$ cat config.mk
export PLATFORM = sky130hd
export DESIGN_NAME = pipe_skid_reg
export DESIGN_NICKNAME = d
export VERILOG_FILES = /design/src/rtl/pipe_pkg.sv /design/src/rtl/pipe_skid_reg.sv
export SDC_FILE = /design/constraint.sdc
export NUM_CORES = 1
export LEC_CHECK = 0
export ABC_AREA = 1
export CORE_MARGIN = 2
export CORE_UTILIZATION = 40
export CTS_CLUSTER_DIAMETER = 60
export DETAILED_ROUTE_END_ITERATION = 10
export GPL_TIMING_DRIVEN = 0
export MAX_ROUTING_LAYER = met4
export PLACE_DENSITY = 0.66
export SYNTH_ARGS = -nofsm -noshare
export SYNTH_HDL_FRONTEND = slang
export SYNTH_SLANG_ARGS = --single-unit
$ cat constraint.sdc
create_clock -name clk -period 3.9 [get_ports clk]
set_clock_uncertainty 0.1 [all_clocks]
set_input_delay 0.585 -clock clk [delete_from_list [all_inputs] [get_ports clk]]
set_output_delay 0.585 -clock clk [all_outputs]
set_load 0.02 [all_outputs]
$ cat src/rtl/pipe_pkg.sv
// Shared definitions for pipeline stage registers: FSM state encoding,
// the canonical NOP instruction and the IF/ID packet width.
package pipe_pkg;

    typedef enum logic [1:0] {
        ST_EMPTY = 2'd0,
        ST_HALF  = 2'd1,
        ST_FULL  = 2'd2
    } pipe_state_e;

    localparam logic [31:0] NOP_INSTR = 32'h0000_0013;
    localparam int          IFID_W    = 96;

endpackage : pipe_pkg

$ cat src/rtl/pipe_skid_reg.sv
// Generic pipeline stage register with a valid/ready handshake, a 2-entry
// skid buffer, flush, and a saturating counter of entries squashed by flush.
// in_ready comes straight from a flop so downstream stall logic never has a
// combinational path back to upstream.
module pipe_skid_reg
    import pipe_pkg::*;
#(
    parameter int                DATA_W = IFID_W,
    parameter logic [DATA_W-1:0] BUBBLE = {32'd0, NOP_INSTR, 32'd0},
    parameter int                CNT_W  = 8
) (
    input  logic              clk,
    input  logic              rst_n,
    input  logic              flush,
    input  logic              in_valid,
    output logic              in_ready,
    input  logic [DATA_W-1:0] in_data,
    output logic              out_valid,
    input  logic              out_ready,
    output logic [DATA_W-1:0] out_data,
    output logic [1:0]        occupancy,
    output logic [CNT_W-1:0]  drop_cnt
);

    pipe_state_e       state_q, state_nx;
    logic [DATA_W-1:0] main_q, main_nx;
    logic [DATA_W-1:0] skid_q, skid_nx;
    logic [CNT_W-1:0]  cnt_q, cnt_nx;
    logic              in_ready_q;
    logic              in_fire, out_fire;
    logic [1:0]        drops;
    logic [CNT_W:0]    cnt_sum;

    // Decode handshake status and occupancy from the current state.
    always_comb begin
        occupancy = 2'd0;
        out_valid = 1'b0;
        case (state_q)
            ST_HALF: begin
                occupancy = 2'd1;
                out_valid = 1'b1;
            end
            ST_FULL: begin
                occupancy = 2'd2;
                out_valid = 1'b1;
            end
            default: begin
                occupancy = 2'd0;
                out_valid = 1'b0;
            end
        endcase
        in_fire  = in_valid & in_ready_q;
        out_fire = out_valid & out_ready;
        // An entry leaving downstream during a flush is not a drop.
        drops    = occupancy - {1'b0, out_fire};
        cnt_sum  = (CNT_W+1)'(cnt_q) + (CNT_W+1)'(drops);
    end

    // Next-state logic: flush squashes everything, otherwise move entries FIFO-style.
    always_comb begin
        state_nx = state_q;
        main_nx  = main_q;
        skid_nx  = skid_q;
        cnt_nx   = cnt_q;
        if (flush) begin
            state_nx = ST_EMPTY;
            main_nx  = BUBBLE;
            skid_nx  = BUBBLE;
            cnt_nx   = cnt_sum[CNT_W] ? {CNT_W{1'b1}} : cnt_sum[CNT_W-1:0];
        end else begin
            case (state_q)
                ST_EMPTY: begin
                    if (in_fire) begin
                        state_nx = ST_HALF;
                        main_nx  = in_data;
                    end
                end
                ST_HALF: begin
                    if (in_fire && out_fire) begin
                        main_nx = in_data;
                    end else if (in_fire) begin
                        state_nx = ST_FULL;
                        skid_nx  = in_data;
                    end else if (out_fire) begin
                        state_nx = ST_EMPTY;
                        main_nx  = BUBBLE;
                    end
                end
                ST_FULL: begin
                    if (out_fire) begin
                        state_nx = ST_HALF;
                        main_nx  = skid_q;
                        skid_nx  = BUBBLE;
                    end
                end
                default: begin
                    // Unused encoding: fall back to a clean empty stage.
                    state_nx = ST_EMPTY;
                    main_nx  = BUBBLE;
                    skid_nx  = BUBBLE;
                end
            endcase
        end
    end

    // State, data and counter registers with synchronous active-low reset.
    always_ff @(posedge clk) begin
        if (!rst_n) begin
            state_q    <= ST_EMPTY;
            main_q     <= BUBBLE;
            skid_q     <= BUBBLE;
            cnt_q      <= '0;
            in_ready_q <= 1'b1;
        end else begin
            state_q    <= state_nx;
            main_q     <= main_nx;
            skid_q     <= skid_nx;
            cnt_q      <= cnt_nx;
            in_ready_q <= (state_nx != ST_FULL);
        end
    end

    assign in_ready = in_ready_q;
    assign out_data = main_q;
    assign drop_cnt = cnt_q;

endmodule : pipe_skid_reg

# Word-level counts from Yosys, hierarchy flattened
# Cells that the tools add are included.
[word_totals] reg_bits=203 in_bits=101 out_inout_bits=108 word_cells=44
[classes] n_addsub=2 n_eq_ne=9 mux=18 n_bitwise=4 reduce_logical=6
[op_table] cell="$mux W96" n=6
[op_table] cell="$pmux W96 S3" n=2
[op_table] cell="$mux W2" n=6
[op_table] cell="$ne A2 B2 Y1 const B" n=5
[op_table] cell="$add A8 B2 Y9" n=1
[op_table] cell="$mux W8" n=1
[op_table] cell="$reduce_and A4 Y1" n=2
[op_table] cell="$ne A3 B3 Y1 const B" n=2
[op_table] cell="$pmux W2 S3" n=1
[op_table] cell="$pmux W2 S2" n=1
[op_table] cell="$reduce_or A2 Y1" n=2
[op_table] cell="$and A1 B1 Y1" n=2
[op_table] cell="$eq A2 B1 Y1 const B" n=1
[op_table] cell="$eq A2 B2 Y1 const B" n=1
[op_table] cell="$logic_not A2 Y1" n=1
[op_table] cell="$not A1 Y1" n=2
[op_table] cell="$sub A2 B1 Y2" n=1
[op_table] cell="$logic_and A1 B1 Y1" n=1
[op_table] cell="$mux W1" n=1

# Longest topological paths before layout
# Gate-level depths: netlist (run 1).
[logic_depth] depth_word=10 mapped_depth=15 mapped_depth_nobuf=14

# Worst setup path after synthesis (run 1)
# Ideal clock, no wire load.
[synth_timing] kind="reg2reg" from="register state_q[1]" to="register cnt_q[3] (netlist: drop_cnt[3])" setup_ns=0.109 arrival_ns=2.415 required_ns=3.691 setup_slack_ns=1.277 path_stages_with_launch=16 n_path_buf=2 period_less_slack_ns=2.623 path_cell_list="dfxtp_1 -> inv_1 -> ha_1 -> buf_2 -> buf_2 -> inv_2 -> ha_1 -> inv_1 -> ha_1 -> fa_1 -> nand2_1 -> nor2_1 -> nand4_1 -> nand3_1 -> nand2_1 -> inv_1"
[synth_between] word_cells_on_any_way=9 classes_between="add/sub (2); eq/ne (2); mux (3); bitwise (1); reduce/logical (1)"
[synth_lines] item="from (decl)" line_no="pipe_skid_reg.sv:25" rtl="pipe_state_e state_q, state_nx;"
[synth_lines] item="from (signal assigned)" line_no="pipe_skid_reg.sv:115" rtl="state_q <= state_nx;"
[synth_lines] item="$eq A2 B2 Y1 / $eq A2 B1 Y1 (equally long branches)" line_no="pipe_skid_reg.sv:38" rtl="case (state_q)"
[synth_lines] item="$pmux W2 S2 *" line_no="pipe_skid_reg.sv:38"
[synth_lines] item="net occupancy[0]" line_no="pipe_skid_reg.sv:21" rtl="output logic [1:0] occupancy,"
[synth_lines] item="$sub A2 B1 Y2 *" line_no="pipe_skid_reg.sv:55" rtl="drops = occupancy - {1'b0, out_fire};"
[synth_lines] item="$add A8 B2 Y9 *" line_no="pipe_skid_reg.sv:56" rtl="cnt_sum = (CNT_W+1)'(cnt_q) + (CNT_W+1)'(drops);"
[synth_lines] item="$mux W8 *" line_no="pipe_skid_reg.sv:69" rtl="cnt_nx = cnt_sum[CNT_W] ? {CNT_W{1'b1}} : cnt_sum[CNT_W-1:0];"
[synth_lines] item="to (signal assigned)" line_no="pipe_skid_reg.sv:118" rtl="cnt_q <= cnt_nx;"
[synth_lines] item="to (decl)" line_no="pipe_skid_reg.sv:28" rtl="logic [CNT_W-1:0] cnt_q, cnt_nx;"
# Mark *: on every way through the listed nets, which the timed path passes. The rest lies on a longest branch.
# A chain may end at the register's enable or synchronous reset.

# Worst setup path after layout (run 1)
[layout_timing] from="register state_q[1]" to="register cnt_q[7] (netlist: drop_cnt[7])"
[layout_between] elab_chain_len=7 word_cells_on_any_way=9 classes_between="add/sub (2); eq/ne (2); mux (3); bitwise (1); reduce/logical (1)"
[layout_rtl] item="$eq A2 B2 Y1 / $eq A2 B1 Y1 (equally long branches)" line_no="pipe_skid_reg.sv:38"
[layout_rtl] item="$reduce_or A2 Y1 (no source line)"
[layout_rtl] item="$mux W1" line_no="pipe_skid_reg.sv:38"
[layout_rtl] item="$and A1 B1 Y1" line_no="pipe_skid_reg.sv:53" rtl="out_fire = out_valid & out_ready;"
[layout_rtl] item="$sub A2 B1 Y2 *" line_no="pipe_skid_reg.sv:55"
[layout_rtl] item="$add A8 B2 Y9 *" line_no="pipe_skid_reg.sv:56"
[layout_rtl] item="$mux W8 *" line_no="pipe_skid_reg.sv:69"
# Mark *: on every way between the ends. The rest lies on a longest branch, timed or not.

==> out/results.ini, run 1 <==
[status]
status=finished, final reports clean

[cts]
clkLatencyLatePin_ps=510
cts_tree=yes
cts_setup_buffers=0
cts_hold_buf=0
clk_pin_slew_ps=60
cts.sinks=203
cts-root-buf=clkbuf_16
post_cts_resized=0
clock_path_buffers=3
htreeDepth=1
numCtsBuffers=25

[setup_path]
rrSetupSlack_ps=830
cpMaxStageDelayCell=fa_1
end_kind=flop
cp_num_buf_inv=6
cp_top_family=adder cells
start_kind=flop
crit_cells=15
max_stage_delay_ps=400
r2r_cells=15
crit_required_ps=4190
path_cells=inv_1, ha_1, buf_2, buf_2, inv_2, ha_1, inv_1, ha_1, fa_1, nand2_1, nor2_1, nand4_1, nand2_1, inv_1, a21oi_1
worstSetupPathType=reg2reg
critPathMaxFanout=10
arrival_ps=3360

[run]
drv_cap=0

[sta]
slew_violations=0
fmax_mhz=325.6
setup-violations-final=0
tns_ps=0
fin_crit_sh=0.7875
worst_slew_pin_slew_ps=634.5
finalHoldViolations=0
min_period_ps=3071
rsz0062_at_grt=false
relSlewSlack=0.5770

[finish]
syn_to_final_growth_pct=34.04
final_layout_size_suffix_gt1_frac=0.06143
nets=1898
layout.cells.non_filler=2132

[pwr]
leakage_nw=5.812
p_per_area_nw_per_um2=410.7
peakVddDrop_mv=0.2494

[synthesis]
ys_warn_count=0
synthArstFlopShare=0
syn_nets=1664
netlist_top_cells_count=614 x nand2_1, 203 x dfxtp_1, 179 x nor2_1
synth_ff_type=dfxtp_1
synth_area_um2=9813
yosysSeqAreaShare=0.4141
synth_cell_types=26
synth_seq_cells=203
avgSynthCellArea_um2=6.311
synth_most_common_cell=nand2_1
yosys.area.top_type=dfxtp_1
synth_edf_count=0
synth_top_area_share=0.4141
synth_cells=1555
yosys-top-cells-area=dfxtp_1 41%, nand2_1 23%, nor2_1 6.8%

[floorplanning]
die_x_um=160.6
ios=209
rows=57
die_y_um=160.6
core_area_um2=24180
die-area_um2=25800
initial_utilization=0.4059

[global_routing]
antenna_found_initial=1
overflow=0
track_usage=0.2345
grt_max_degree=13
grt_pass1_wl_mm=48.28
grt_pass1_vias=9644

[routing]
wl_mm=30.06
antenna_left=0
drc=0
wl_per_cell_um=14.10
drtIter0Drc=555
via_count=10250
dr.pass1.iters=5
avgViaCountPerCell=4.807

[placed_design]
gp_congestion=0.8068
portBuffers=207
dp_cells=2086
hpwl_mm=21.41

[hold_path]
hold_path.class=in2reg
holdPathStages=3

-- metal layers --
layer	part of all wire	track usage	vias to the layer above
li1	-	-	5307
met1	0.46	0.3036	4634
met2	0.46	0.3787	261
met3	0.061	0.04106	46
met4	0.022	0.06470	0
met5	0	-	-
-- worst min-delay path, stage by stage --
cell     delay, ps
buf_2          170
nand2_1         80
a31oi_1         70
-- registers in the layout, summed over array words and instances (netlist names) --
| name | flops |
|---|---|
| state_q | 2 |
| skid_q | 96 |
| out_data | 96 |
| in_ready | 1 |
| drop_cnt | 8 |
-- area by class of cell --
cell class | count | area, um^2
antenna | 1 | 2.502
tap | 324 | 405.4
multi-input combinational | 1134 | 4798
sequential | 203 | 4064
inverter | 114 | 427.9
timing repair buffer | 207 | 2072
fill | 2434 | 11020
clock buffer | 38 | 744.5
clock inverter | 7 | 116.4
buffer | 104 | 523.0
-- power breakdown --
| part | switching, mW | internal (mW) |
|---|---|---|
| clock | 0.896 | 1.51 |
| sequential | 0.0359 | 2.14 |
| combinational | 0.482 | 0.335 |
-- cells by family after synthesis --
| kind of cell | count (synthesis) | share of synthesized area |
|---|---|---|
| adders and majority gates | 8 | 0.01096 |
| buffers and inverters | 218 | 0.09690 |
| AOI/OAI and AO/OA | 215 | 0.1108 |
| xor gates and xnor gates | 3 | 0.002678 |
| DFF | 203 | 0.4141 |
| and+or+nand+nor | 908 | 0.3645 |
-- placed cells by master, fill, tap and decap left out, types with 2 or more instances in the layout --
cell and n:
a21oi_1 116, a31oi_1 2, buf_1 8, buf_2 40, buf_4 18, buf_6 2
bufinv_16 3, clkbuf_1 42, clkbuf_16 25, clkbuf_8 7, clkdlybuf4s50_1 207, clkinv_2 3
dfxtp_1 203, ha_1 7, inv_1 110, inv_2 4, nand2_1 614, nand2_2 3
nand3_1 102, nand4_1 4, nor2_1 179, nor2_2 3, nor3_1 2, o21ai_0 87
o21ai_1 7, xor2_1 3
-- path summary, 6_finish.rpt --
path,to,from
hold / removal,drop_cnt[1],flush
setup reg to reg,drop_cnt[7],state_q[1]
setup / recovery,drop_cnt[7],state_q[1]
hold reg to reg,out_data[92],out_data[92]
-- stage by stage --
step / cell area (um^2) / utilization / total power, mW / setup slack, ps / hold slack, ps
after global routing: 13150 / 0.5441 / 5.640 / 571.7 / 348.0
final: 13150 / 0.5441 / 5.402 / 828.7 / 347.6
after floorplan: 9813 / - / 2.689 / 1277 / 333.3
after detailed placement: 12290 / 0.5084 / 3.042 / 857.4 / 354.5
after CTS: 13150 / 0.5440 / 5.457 / 828.4 / 322.5
after global placement: 12290 / 0.5084 / 3.034 / 921.3 / 345.1
No activity file was read; power rests on OpenSTA's default activity.
==> run 2, diff against run 1 <==
PLACE_DENSITY = 0.69   (was 0.66)
clock period = 2.66 ns   (was 3.9 ns; I/O delays follow)
==> run 2 against run 1 <==
Effect of this change: combinational power grew 48%; non-clock buffer count grew 2; power grew 44%; die area is the same.
==> out/results.ini, run 2 (synthesis gave the netlist of run 1 again) <==
[status]
status=finished, final reports clean

[global_routing]
grt_pass1_vias=9876
antenna_found_initial=0
overflow=0
grt_max_degree=20
grt_pass1_wl_mm=48.91
track_usage=0.2365

[setup_path]
arrival_ps=2850
start_kind=flop
worstSetupPathType=reg2reg
end_kind=flop
max_stage_delay_ps=390
critPathMaxFanout=10
r2r_cells=14
reg2reg_to=drop_cnt[0]
r2r_start=state_q[1]
rrSetupSlack_ps=110
crit_required_ps=2960
cpMaxStageDelayCell=fa_2
critPathMostFrequentCell=ha_4
path_cells=inv_2, ha_4, buf_6, buf_12, inv_4, ha_1, inv_1, ha_4, fa_2, nand2_2, nor2_1, nand4_1, buf_4, a31oi_1

[pwr]
power_mw=7.765
peakVddDrop_mv=0.3695
p_per_area_nw_per_um2=588.1
leakage_nw=5.797

[placed_design]
hpwl_mm=21.30
portBuffers=207
dp_cells=2086
dpl_cell_area_um2=12290
gp_congestion=0.8407

[finish]
layout.cells.non_filler=2131
layout_common_cells=613 x nand2_1, 207 x clkdlybuf4s50_1, 201 x dfxtp_1, 179 x nor2_1, 116 x a21oi_1
design_area_um2=13200
mostFrequentLayoutCell=nand2_1
final_layout_size_suffix_gt1_frac=0.06696
antenna_cells=0
syn_to_final_growth_pct=34.55
nets=1899

[floorplanning]
die_y_um=160.6
die_x_um=160.6
ios=209
initial_utilization=0.4059
core_area_um2=24180
rows=57
die-area_um2=25800

[cts]
cts_tree=yes
clkLatencyLatePin_ps=520
cts.sinks=203
numCtsBuffers=24
cts-root-buf=clkbuf_16
htreeDepth=1
clock_path_buffers=3
clk_pin_slew_ps=60
cts_hold_buf=0

[sta]
fmax_mhz=392.4
rsz0062_at_grt=false
min_period_ps=2548
setup-violations-final=0
slew_violations=0
relSlewSlack=0.5321
fin_crit_sh=0.9580
worst_slew_pin_slew_ps=701.9
finalHoldViolations=0

[routing]
drtIter0Drc=685
avgViaCountPerCell=4.860
drc=0
via_count=10360
dr.pass1.iters=5
wl_mm=30.06
wl_per_cell_um=14.11
antenna_left=0

[run]
drv_cap=0

[hold_path]
worstHoldStart=flush
hold_path.class=in2reg
whs_endpoint=drop_cnt[1]
holdPathStages=3

-- run 2: changes by cell type in the layout (fill, tap and decap cells not counted), sizes merged --
cell / delta
bufinv: -1
clkbuf: -1
buf: +1
diode: -1
clkinvlp: +2
clkinv: -1
-- run 2: critical path, delay by kind of cell, from the launching register on --
kind	cells	cell delay, ps
fa+ha+maj	4	970
buf+inv	6	610
flops	1	360
simple gates	3	290
compound gates	1	60
-- run 2: worst max-delay path by stage --
stage                          start     endpoint  slack, ps  cells after the start
after floorplan           state_q[1]  drop_cnt[3]         40                     15
after global placement    state_q[1]  drop_cnt[3]       -330                     15
after detailed placement  state_q[1]  drop_cnt[7]       -360                     15
after CTS                 state_q[0]  drop_cnt[7]          2                     14
after global routing      state_q[0]  drop_cnt[0]          9                     13
final                     state_q[1]  drop_cnt[0]        110                     14
-- run 2: what timing repair did --
item,CTS,global route
buffers inserted,1,2
resized for setup,12,10
pin swaps,0,1
endpoints found under the setup margin,8,7
gates cloned,0,0
-- run 2: area by class of cell --
class,instances,area (um^2)
Clock buffer,36,706.9
Clock inverter,7,96.34
Buffer,103,543.0
Inverter,114,430.4
Multi-Input combinational cell,1134,4858
Timing Repair Buffer,210,2095
Fill cell,2394,10970
Sequential cell,203,4069
Tap cell,324,405.4
-- run 2: metrics by stage --
step           hold WS, ps  setup slack, ps  TNS (ps)  utilization
2_1_floorplan        333.3            36.58         0            -
3_3_place_gp         344.1           -329.5     -2171       0.5084
3_5_place_dp         351.0           -364.8     -2554       0.5084
4_1_cts              136.8            2.285         0       0.5436
5_1_grt              146.4            9.161         0       0.5461
6_report             155.9            111.6         0       0.5461
-- run 2: per-layer routing --
| layer | track usage | wire, um |
|---|---|---|
| met2 | 0.3824 | 13910 |
| met1 | 0.3068 | 13420 |
| met4 | 0.06675 | 588 |
| met3 | 0.03874 | 2142 |
| met5 | - | 0 |
-- run 2: power by group --
group / switching [mW] / total [mW] / internal [mW]
Combinational: 0.709 / 1.21 / 0.499
Sequential: 0.0544 / 3.20 / 3.14
Clock: 1.33 / 3.36 / 2.03
Total: 2.09 / 7.77 / 5.67
